$ cat src/rtl/rv_decode_pkg.sv
// Shared encodings for the RV32I-subset decode stage: opcodes, ALUOp,
// ALU control, immediate-source and result-source selectors.
package rv_decode_pkg;

  localparam int WORD_SIZE = 32;

  localparam logic [6:0] OP_LOAD  = 7'b0000011;
  localparam logic [6:0] OP_STORE = 7'b0100011;
  localparam logic [6:0] OP_RTYPE = 7'b0110011;
  localparam logic [6:0] OP_IALU  = 7'b0010011;
  localparam logic [6:0] OP_BEQ   = 7'b1100011;
  localparam logic [6:0] OP_JAL   = 7'b1101111;

  typedef enum logic [1:0] {
    ALUOP_ADD  = 2'b00,
    ALUOP_SUB  = 2'b01,
    ALUOP_FUNC = 2'b10
  } alu_op_e;

  typedef enum logic [2:0] {
    ALU_ADD = 3'b000,
    ALU_SUB = 3'b001,
    ALU_AND = 3'b010,
    ALU_OR  = 3'b011,
    ALU_SLT = 3'b101
  } alu_ctrl_e;

  typedef enum logic [1:0] {
    IMM_I = 2'b00,
    IMM_S = 2'b01,
    IMM_B = 2'b10,
    IMM_J = 2'b11
  } imm_src_e;

  typedef enum logic [1:0] {
    RES_ALU = 2'b00,
    RES_MEM = 2'b01,
    RES_PC4 = 2'b10
  } result_src_e;

endpackage

$ cat src/rtl/rv_regfile.sv
// 32 x WORD_SIZE register file: two combinational read ports, one write port,
// x0 hardwired to zero, and same-cycle write-through to the read ports.
module rv_regfile #(
  parameter int WORD_SIZE = rv_decode_pkg::WORD_SIZE
) (
  input  logic                 clk,
  input  logic                 rst,
  input  logic [4:0]           a1,
  input  logic [4:0]           a2,
  input  logic [4:0]           a3,
  input  logic                 we3,
  input  logic [WORD_SIZE-1:0] wd3,
  output logic [WORD_SIZE-1:0] rd1,
  output logic [WORD_SIZE-1:0] rd2
);

  logic [WORD_SIZE-1:0] regs_r [32];
  logic                 fwd_en_s;

  // Reset clears every entry; writes to x0 are dropped so it stays zero.
  always_ff @(posedge clk or posedge rst) begin
    if (rst) begin
      for (int i = 0; i < 32; i++) begin
        regs_r[i] <= {WORD_SIZE{1'b0}};
      end
    end else if (we3 && (a3 != 5'd0)) begin
      regs_r[a3] <= wd3;
    end
  end

  // Reset also suppresses forwarding, since the write it would mirror is dropped.
  assign fwd_en_s = !rst && we3 && (a3 != 5'd0);

  // Read port 1 with write-through.
  always_comb begin
    rd1 = {WORD_SIZE{1'b0}};
    if (a1 == 5'd0) begin
      rd1 = {WORD_SIZE{1'b0}};
    end else if (fwd_en_s && (a3 == a1)) begin
      rd1 = wd3;
    end else begin
      rd1 = regs_r[a1];
    end
  end

  // Read port 2 with write-through.
  always_comb begin
    rd2 = {WORD_SIZE{1'b0}};
    if (a2 == 5'd0) begin
      rd2 = {WORD_SIZE{1'b0}};
    end else if (fwd_en_s && (a3 == a2)) begin
      rd2 = wd3;
    end else begin
      rd2 = regs_r[a2];
    end
  end

endmodule

$ cat src/rtl/rv_decode_unit.sv
// Decode-stage block: main/ALU decoders, immediate extender and register file.
// Everything except the register array is combinational from instr.
module rv_decode_unit #(
  parameter int WORD_SIZE = rv_decode_pkg::WORD_SIZE
) (
  input  logic                 clk,
  input  logic                 rst,
  input  logic [WORD_SIZE-1:0] instr,
  input  logic [4:0]           rd_w,
  input  logic                 reg_write_w,
  input  logic [WORD_SIZE-1:0] result_w,
  output logic [WORD_SIZE-1:0] rd1,
  output logic [WORD_SIZE-1:0] rd2,
  output logic [WORD_SIZE-1:0] imm_ext,
  output logic [4:0]           rs1,
  output logic [4:0]           rs2,
  output logic [4:0]           rd,
  output logic                 reg_write,
  output logic [1:0]           result_src,
  output logic                 mem_write,
  output logic                 jump,
  output logic                 branch,
  output logic                 alu_src,
  output logic [2:0]           alu_control,
  output logic [1:0]           imm_src,
  output logic                 byte_address,
  output logic                 read_enable
);

  import rv_decode_pkg::*;

  logic [6:0]  op_s;
  logic [2:0]  f3_s;
  logic        f7b5_s;
  logic        op5_s;
  alu_op_e     alu_op_s;
  alu_ctrl_e   alu_ctrl_s;
  imm_src_e    imm_src_s;
  result_src_e result_src_s;

  assign op_s   = instr[6:0];
  assign f3_s   = instr[14:12];
  assign f7b5_s = instr[30];
  assign op5_s  = instr[5];
  assign rs1    = instr[19:15];
  assign rs2    = instr[24:20];
  assign rd     = instr[11:7];

  // Main decoder; unknown opcodes leave every control at zero.
  always_comb begin
    reg_write    = 1'b0;
    imm_src_s    = IMM_I;
    alu_src      = 1'b0;
    mem_write    = 1'b0;
    result_src_s = RES_ALU;
    branch       = 1'b0;
    alu_op_s     = ALUOP_ADD;
    jump         = 1'b0;
    read_enable  = 1'b0;
    case (op_s)
      OP_LOAD: begin
        reg_write    = 1'b1;
        alu_src      = 1'b1;
        result_src_s = RES_MEM;
        read_enable  = 1'b1;
      end
      OP_STORE: begin
        imm_src_s = IMM_S;
        alu_src   = 1'b1;
        mem_write = 1'b1;
      end
      OP_RTYPE: begin
        reg_write = 1'b1;
        alu_op_s  = ALUOP_FUNC;
      end
      OP_IALU: begin
        reg_write = 1'b1;
        alu_src   = 1'b1;
        alu_op_s  = ALUOP_FUNC;
      end
      OP_BEQ: begin
        imm_src_s = IMM_B;
        branch    = 1'b1;
        alu_op_s  = ALUOP_SUB;
      end
      OP_JAL: begin
        reg_write    = 1'b1;
        imm_src_s    = IMM_J;
        result_src_s = RES_PC4;
        jump         = 1'b1;
      end
      default: begin
        reg_write = 1'b0;
      end
    endcase
  end

  // Byte access only for lb/sb; every other funct3 is treated as a word access.
  always_comb begin
    byte_address = 1'b0;
    if (((op_s == OP_LOAD) || (op_s == OP_STORE)) && (f3_s == 3'b000)) begin
      byte_address = 1'b1;
    end else begin
      byte_address = 1'b0;
    end
  end

  // ALU decoder; sub needs op5 so that addi with instr[30] set stays an add.
  always_comb begin
    alu_ctrl_s = ALU_ADD;
    case (alu_op_s)
      ALUOP_ADD: alu_ctrl_s = ALU_ADD;
      ALUOP_SUB: alu_ctrl_s = ALU_SUB;
      ALUOP_FUNC: begin
        case (f3_s)
          3'b000: begin
            if (op5_s && f7b5_s) begin
              alu_ctrl_s = ALU_SUB;
            end else begin
              alu_ctrl_s = ALU_ADD;
            end
          end
          3'b010:  alu_ctrl_s = ALU_SLT;
          3'b110:  alu_ctrl_s = ALU_OR;
          3'b111:  alu_ctrl_s = ALU_AND;
          default: alu_ctrl_s = ALU_ADD;
        endcase
      end
      default: alu_ctrl_s = ALU_ADD;
    endcase
  end

  // Immediate extender, sign taken from instr[31] in every format.
  always_comb begin
    imm_ext = {WORD_SIZE{1'b0}};
    case (imm_src_s)
      IMM_I: imm_ext = {{20{instr[31]}}, instr[31:20]};
      IMM_S: imm_ext = {{20{instr[31]}}, instr[31:25], instr[11:7]};
      IMM_B: imm_ext = {{20{instr[31]}}, instr[7], instr[30:25], instr[11:8], 1'b0};
      IMM_J: imm_ext = {{12{instr[31]}}, instr[19:12], instr[20], instr[30:21], 1'b0};
      default: imm_ext = {WORD_SIZE{1'b0}};
    endcase
  end

  assign imm_src     = imm_src_s;
  assign result_src  = result_src_s;
  assign alu_control = alu_ctrl_s;

  rv_regfile #(
    .WORD_SIZE(WORD_SIZE)
  ) u_regfile (
    .clk (clk),
    .rst (rst),
    .a1  (rs1),
    .a2  (rs2),
    .a3  (rd_w),
    .we3 (reg_write_w),
    .wd3 (result_w),
    .rd1 (rd1),
    .rd2 (rd2)
  );

endmodule

$ cat config.mk
export PLATFORM = sky130hd
export DESIGN_NAME = rv_decode_unit
export DESIGN_NICKNAME = d
export VERILOG_FILES = /design/src/rtl/rv_decode_pkg.sv /design/src/rtl/rv_regfile.sv /design/src/rtl/rv_decode_unit.sv
export SDC_FILE = /design/constraint.sdc
export NUM_CORES = 2
export LEC_CHECK = 0
export ABC_CLOCK_PERIOD_IN_PS = 54600
export BUFFER_PORTS_ARGS = -buffer_cell sky130_fd_sc_hd__clkbuf_2
export CAP_MARGIN = 20
export CORE_AREA = 5 5 441 443
export DETAILED_ROUTE_END_ITERATION = 10
export DIE_AREA = 0 0 446 448
export PLACE_DENSITY = 0.46
export SLEW_MARGIN = 25
export SYNTH_ARGS = -nofsm -noshare
export SYNTH_HDL_FRONTEND = slang
export SYNTH_HIERARCHICAL = 1
export SYNTH_SLANG_ARGS = --single-unit
$ cat constraint.sdc
create_clock -name clk -period 54.6 [get_ports clk]
set_input_delay 8.19 -clock clk [delete_from_list [all_inputs] [get_ports clk]]
set_output_delay 8.19 -clock clk [all_outputs]
set_load 0.005 [all_outputs]
==> metrics.md <==
| Metric | Value |
|---|---|
| Status | `completed` |
| WHS Path Cells | `0` |
| Buffers on Ports | `186` |
| Syn Nets | `4144` |
| Worst Hold Class | `reg -> reg` |
| Slew at the pin closest to its max-slew limit | `1.18 ns` |
| CTS tree | `built` |
| Biggest regs | `u_regfile/regs_r: 1024 flops` |
| Seq/Total Area, Yosys | `45.2%` |
| Asr flop ratio synth | `between 90% and 100%` |
| Cells after DPL | `~6400` |
| Commonest register cell after synthesis | `dfrtp_1` |
| First-pass GRT wire length | `314000 µm` |
| Die ar. | `200000 µm²` |
| Routed Antenna Nets | `0` |
| CP Class | `in -> out` |
| Clock root buffer | `clkbuf_16` |
| CP arrival | `between 10 and 15 ns` |
| Largest net degree at the start of global routing | `96` |
| WL final | `223000 µm` |
| Worst path required time | `around 46 ns` |
| Synthesized area | `56700 µm²` |
| Filler instances | `approximately 18000` |
| Critical path launch point type | `primary input` |
| Post-synthesis cell type count | `72` |
| RSZ-0062 raised after global routing | `false` |
| # hold bufs at CTS | `0` |
| Vias per cell | `5.73` |
| Avg WL per Cell | `33.7 µm` |
| Non-Filler Instances | `6612` |
| Clk_skew | `0 ns` |
| Max reg flops | `1024` |
| DR iter-0 viols | `2981` |
| Peak VDD IR | `0.0000246 V` |
| GRT Residual Overflow | `0` |
| Setup bufs post-CTS | `0` |
| Tot GR Track Use | `21.9%` |
| Die span in y | `~450 µm` |
| Pleak | `between 20 and 30 nW` |
| DR vias | `37900` |
| # resized after CTS | `0` |
| Max Clock Freq | `0.0460 GHz` |
| Post-DP HPWL | `approximately 130000 µm` |
| Final setup fails | `0` |
| Placement row count | `160` |
| DR DRC count | `0` |
| Register bit total from synthesis | `between 1000 and 1500` |
| Final Wtd Congestion | `0.795` |
| Inserted Clock Buffers | `approximately 120` |
| Setup TNS Final | `0 ns` |
| Fin crit period | `about 22 ns` |
| Worst-skew pair later-pin latency | `0.75 ns` |
| Htree depth | `3` |
| Detailed Routing Iterations Pass 1 | `6` |
| Initial Utilization | `29.9%` |
| Area delta synth->final | `11.8%` |
| Clock buffer depth | `3` |
| Crit path max fanout | `38` |
| Most flop-heavy register | `u_regfile/regs_r` |
| Max Cap Viol | `0` |
| Initial antenna violation count | `10` |
| Cell Pwr Density | `36.1 nW/µm²` |
| Part of the cycle the worst path needs | `39.8%` |
| Core box area | `190000 µm²` |
| Vias in the first global route | `38900` |
| Final hold violations | `0` |
| Post-synth EDFFs | `0` |
| Crit end category | `primary output` |
| FF-to-FF path depth | `1` |
| Post-layout util | `about a third` |
| Synth Warn # | `6` |
| Share of cells above drive strength 1 | `between 40% and 50%` |
| Clk slew on worst S/H paths | `0.06 ns` |
| Total power draw | `2.29 mW` |
| Syn Area/Cell | `13.9 µm²` |
| CTS Sinks | `1024` |
| Layout Nets | `4075` |
| Number of I/O pins | `between 150 and 200` |
| Slew HR | `approximately a fifth` |
| Final Max Slew Viols | `0` |
| Die width | `446 µm` |
| Synth Instances | `4070` |
stage by stage:
stage | hold slack, ns | setup WS [ns] | cell area (µm²)
CTS | 0.397 | 32.95 | 63400
global placement | 0.377 | 32.92 | 59400
floorplan | 0.441 | 12.35 | 56700
finish | 0.394 | 32.86 | 63400
global route | 0.404 | 32.91 | 63400
detailed placement | 0.383 | 32.95 | 59400
area by class of cell:
type / instances / area [µm²] / share of cell area (%)
Antenna cell: 3 / 7.51 / 0.0118
Clock buffer: 173 / 3460 / 5.45
Clock inverter: 42 / 488 / 0.769
Inverter: 12 / 52.6 / 0.0828
Multi-Input combinational cell: 2545 / 28700 / 45.3
Sequential cell: 1024 / 25600 / 40.4
Tap cell: 2511 / 3140 / 4.95
Timing Repair Buffer: 302 / 1920 / 3.03
power by group:
part	internal, mW	switching [mW]	leakage [nW]
registers	0.902	0.105	13.2
clock network	0.479	0.339	1.95
logic	0.260	0.207	12.6
total	1.64	0.652	27.7
placed cells by master (no fill, tap or decap), drive strengths merged, types with 21 or more instances in the layout:
cell	Yosys	routed
clkbuf	207	350
a221o	23	23
nor2	74	74
a221oi	92	92
a211oi	43	43
clkinv	2	26
o31ai	21	21
o22ai	71	71
buf	282	125
nand2	46	46
nor3	33	33
o21ai	87	87
mux4	333	333
dfrtp	1024	1024
a21oi	64	64
mux2i	328	328
mux2	1115	1115
cells in the mapped netlist (all sizes together), types with 3 or more instances:
library cell	n	area share [%]
or2	10	0.11
inv	10	0.066
or3b	4	0.062
a221oi	92	1.4
xnor2	9	0.14
o22a	14	0.22
nand4b	5	0.10
o22ai	71	0.78
o21a	4	0.053
and3	7	0.077
buf	282	3.2
a21o	8	0.11
or3	5	0.055
dfrtp	1024	45
o21ai	87	0.77
nor2b	8	0.088
a311oi	3	0.046
mux4	333	13
o31ai	21	0.28
clkbuf	207	1.4
nor3b	17	0.23
nand3	8	0.071
mux2i	328	5.8
nand2	46	0.30
nor2	74	0.50
mux2	1115	22
a22oi	19	0.25
nand4	3	0.033
a2111oi	17	0.26
nand2b	19	0.21
a221o	23	0.41
a211oi	43	0.57
o221ai	13	0.20
a21boi	3	0.040
nand3b	6	0.079
nor3	33	0.36
a22o	7	0.11
a21oi	64	0.56
nor4	3	0.044
xor2	3	0.046
cells by family after synthesis:
logic type               synth area share (%)
AO/OA/AOI/OAI                            6.29
XOR/XNOR                                0.185
adder cells (fa/ha/maj)                0.0441
buffers and inverters                    4.69
flip-flops                               45.2
multiplexers                             41.2
AND/OR/NAND/NOR                          2.44
metal layers:
layer | part of all wire [%] | track usage, % | vias up
met5 | 0 | 0 | -
li1 | - | - | 15500
met4 | 3.1 | 6.79 | 0
met2 | 49 | 36.9 | 1163
met1 | 43 | 29.5 | 21000
met3 | 4.8 | 2.72 | 279
final timing paths:
check                                                   startpoint                                  to  slack, ns
worst min-delay path            u_regfile/regs_r[1009]$_DFFE_PP0P_  u_regfile/regs_r[1009]$_DFFE_PP0P_       0.39
max in group asynchronous                                      rst    u_regfile/regs_r[74]$_DFFE_PP0P_      43.43
worst min register to register  u_regfile/regs_r[1009]$_DFFE_PP0P_  u_regfile/regs_r[1009]$_DFFE_PP0P_       0.39
worst max register to register   u_regfile/regs_r[411]$_DFFE_PP0P_   u_regfile/regs_r[411]$_DFFE_PP0P_      53.78
worst max-delay path                                     instr[21]                             rd2[30]      32.86
min in group asynchronous                                      rst   u_regfile/regs_r[701]$_DFFE_PP0P_       7.49
critical path: stages:
cell and delay (ns):
clkbuf_8 0.40, buf_4 0.62, buf_4 0.69, buf_4 0.73
nor2_4 0.06, buf_4 0.42, nand3b_1 0.24, buf_4 0.56
and3_1 0.25, a2111oi_0 0.06, o31ai_1 0.82, clkbuf_2 0.25
Power figures use the tool's default switching activity.
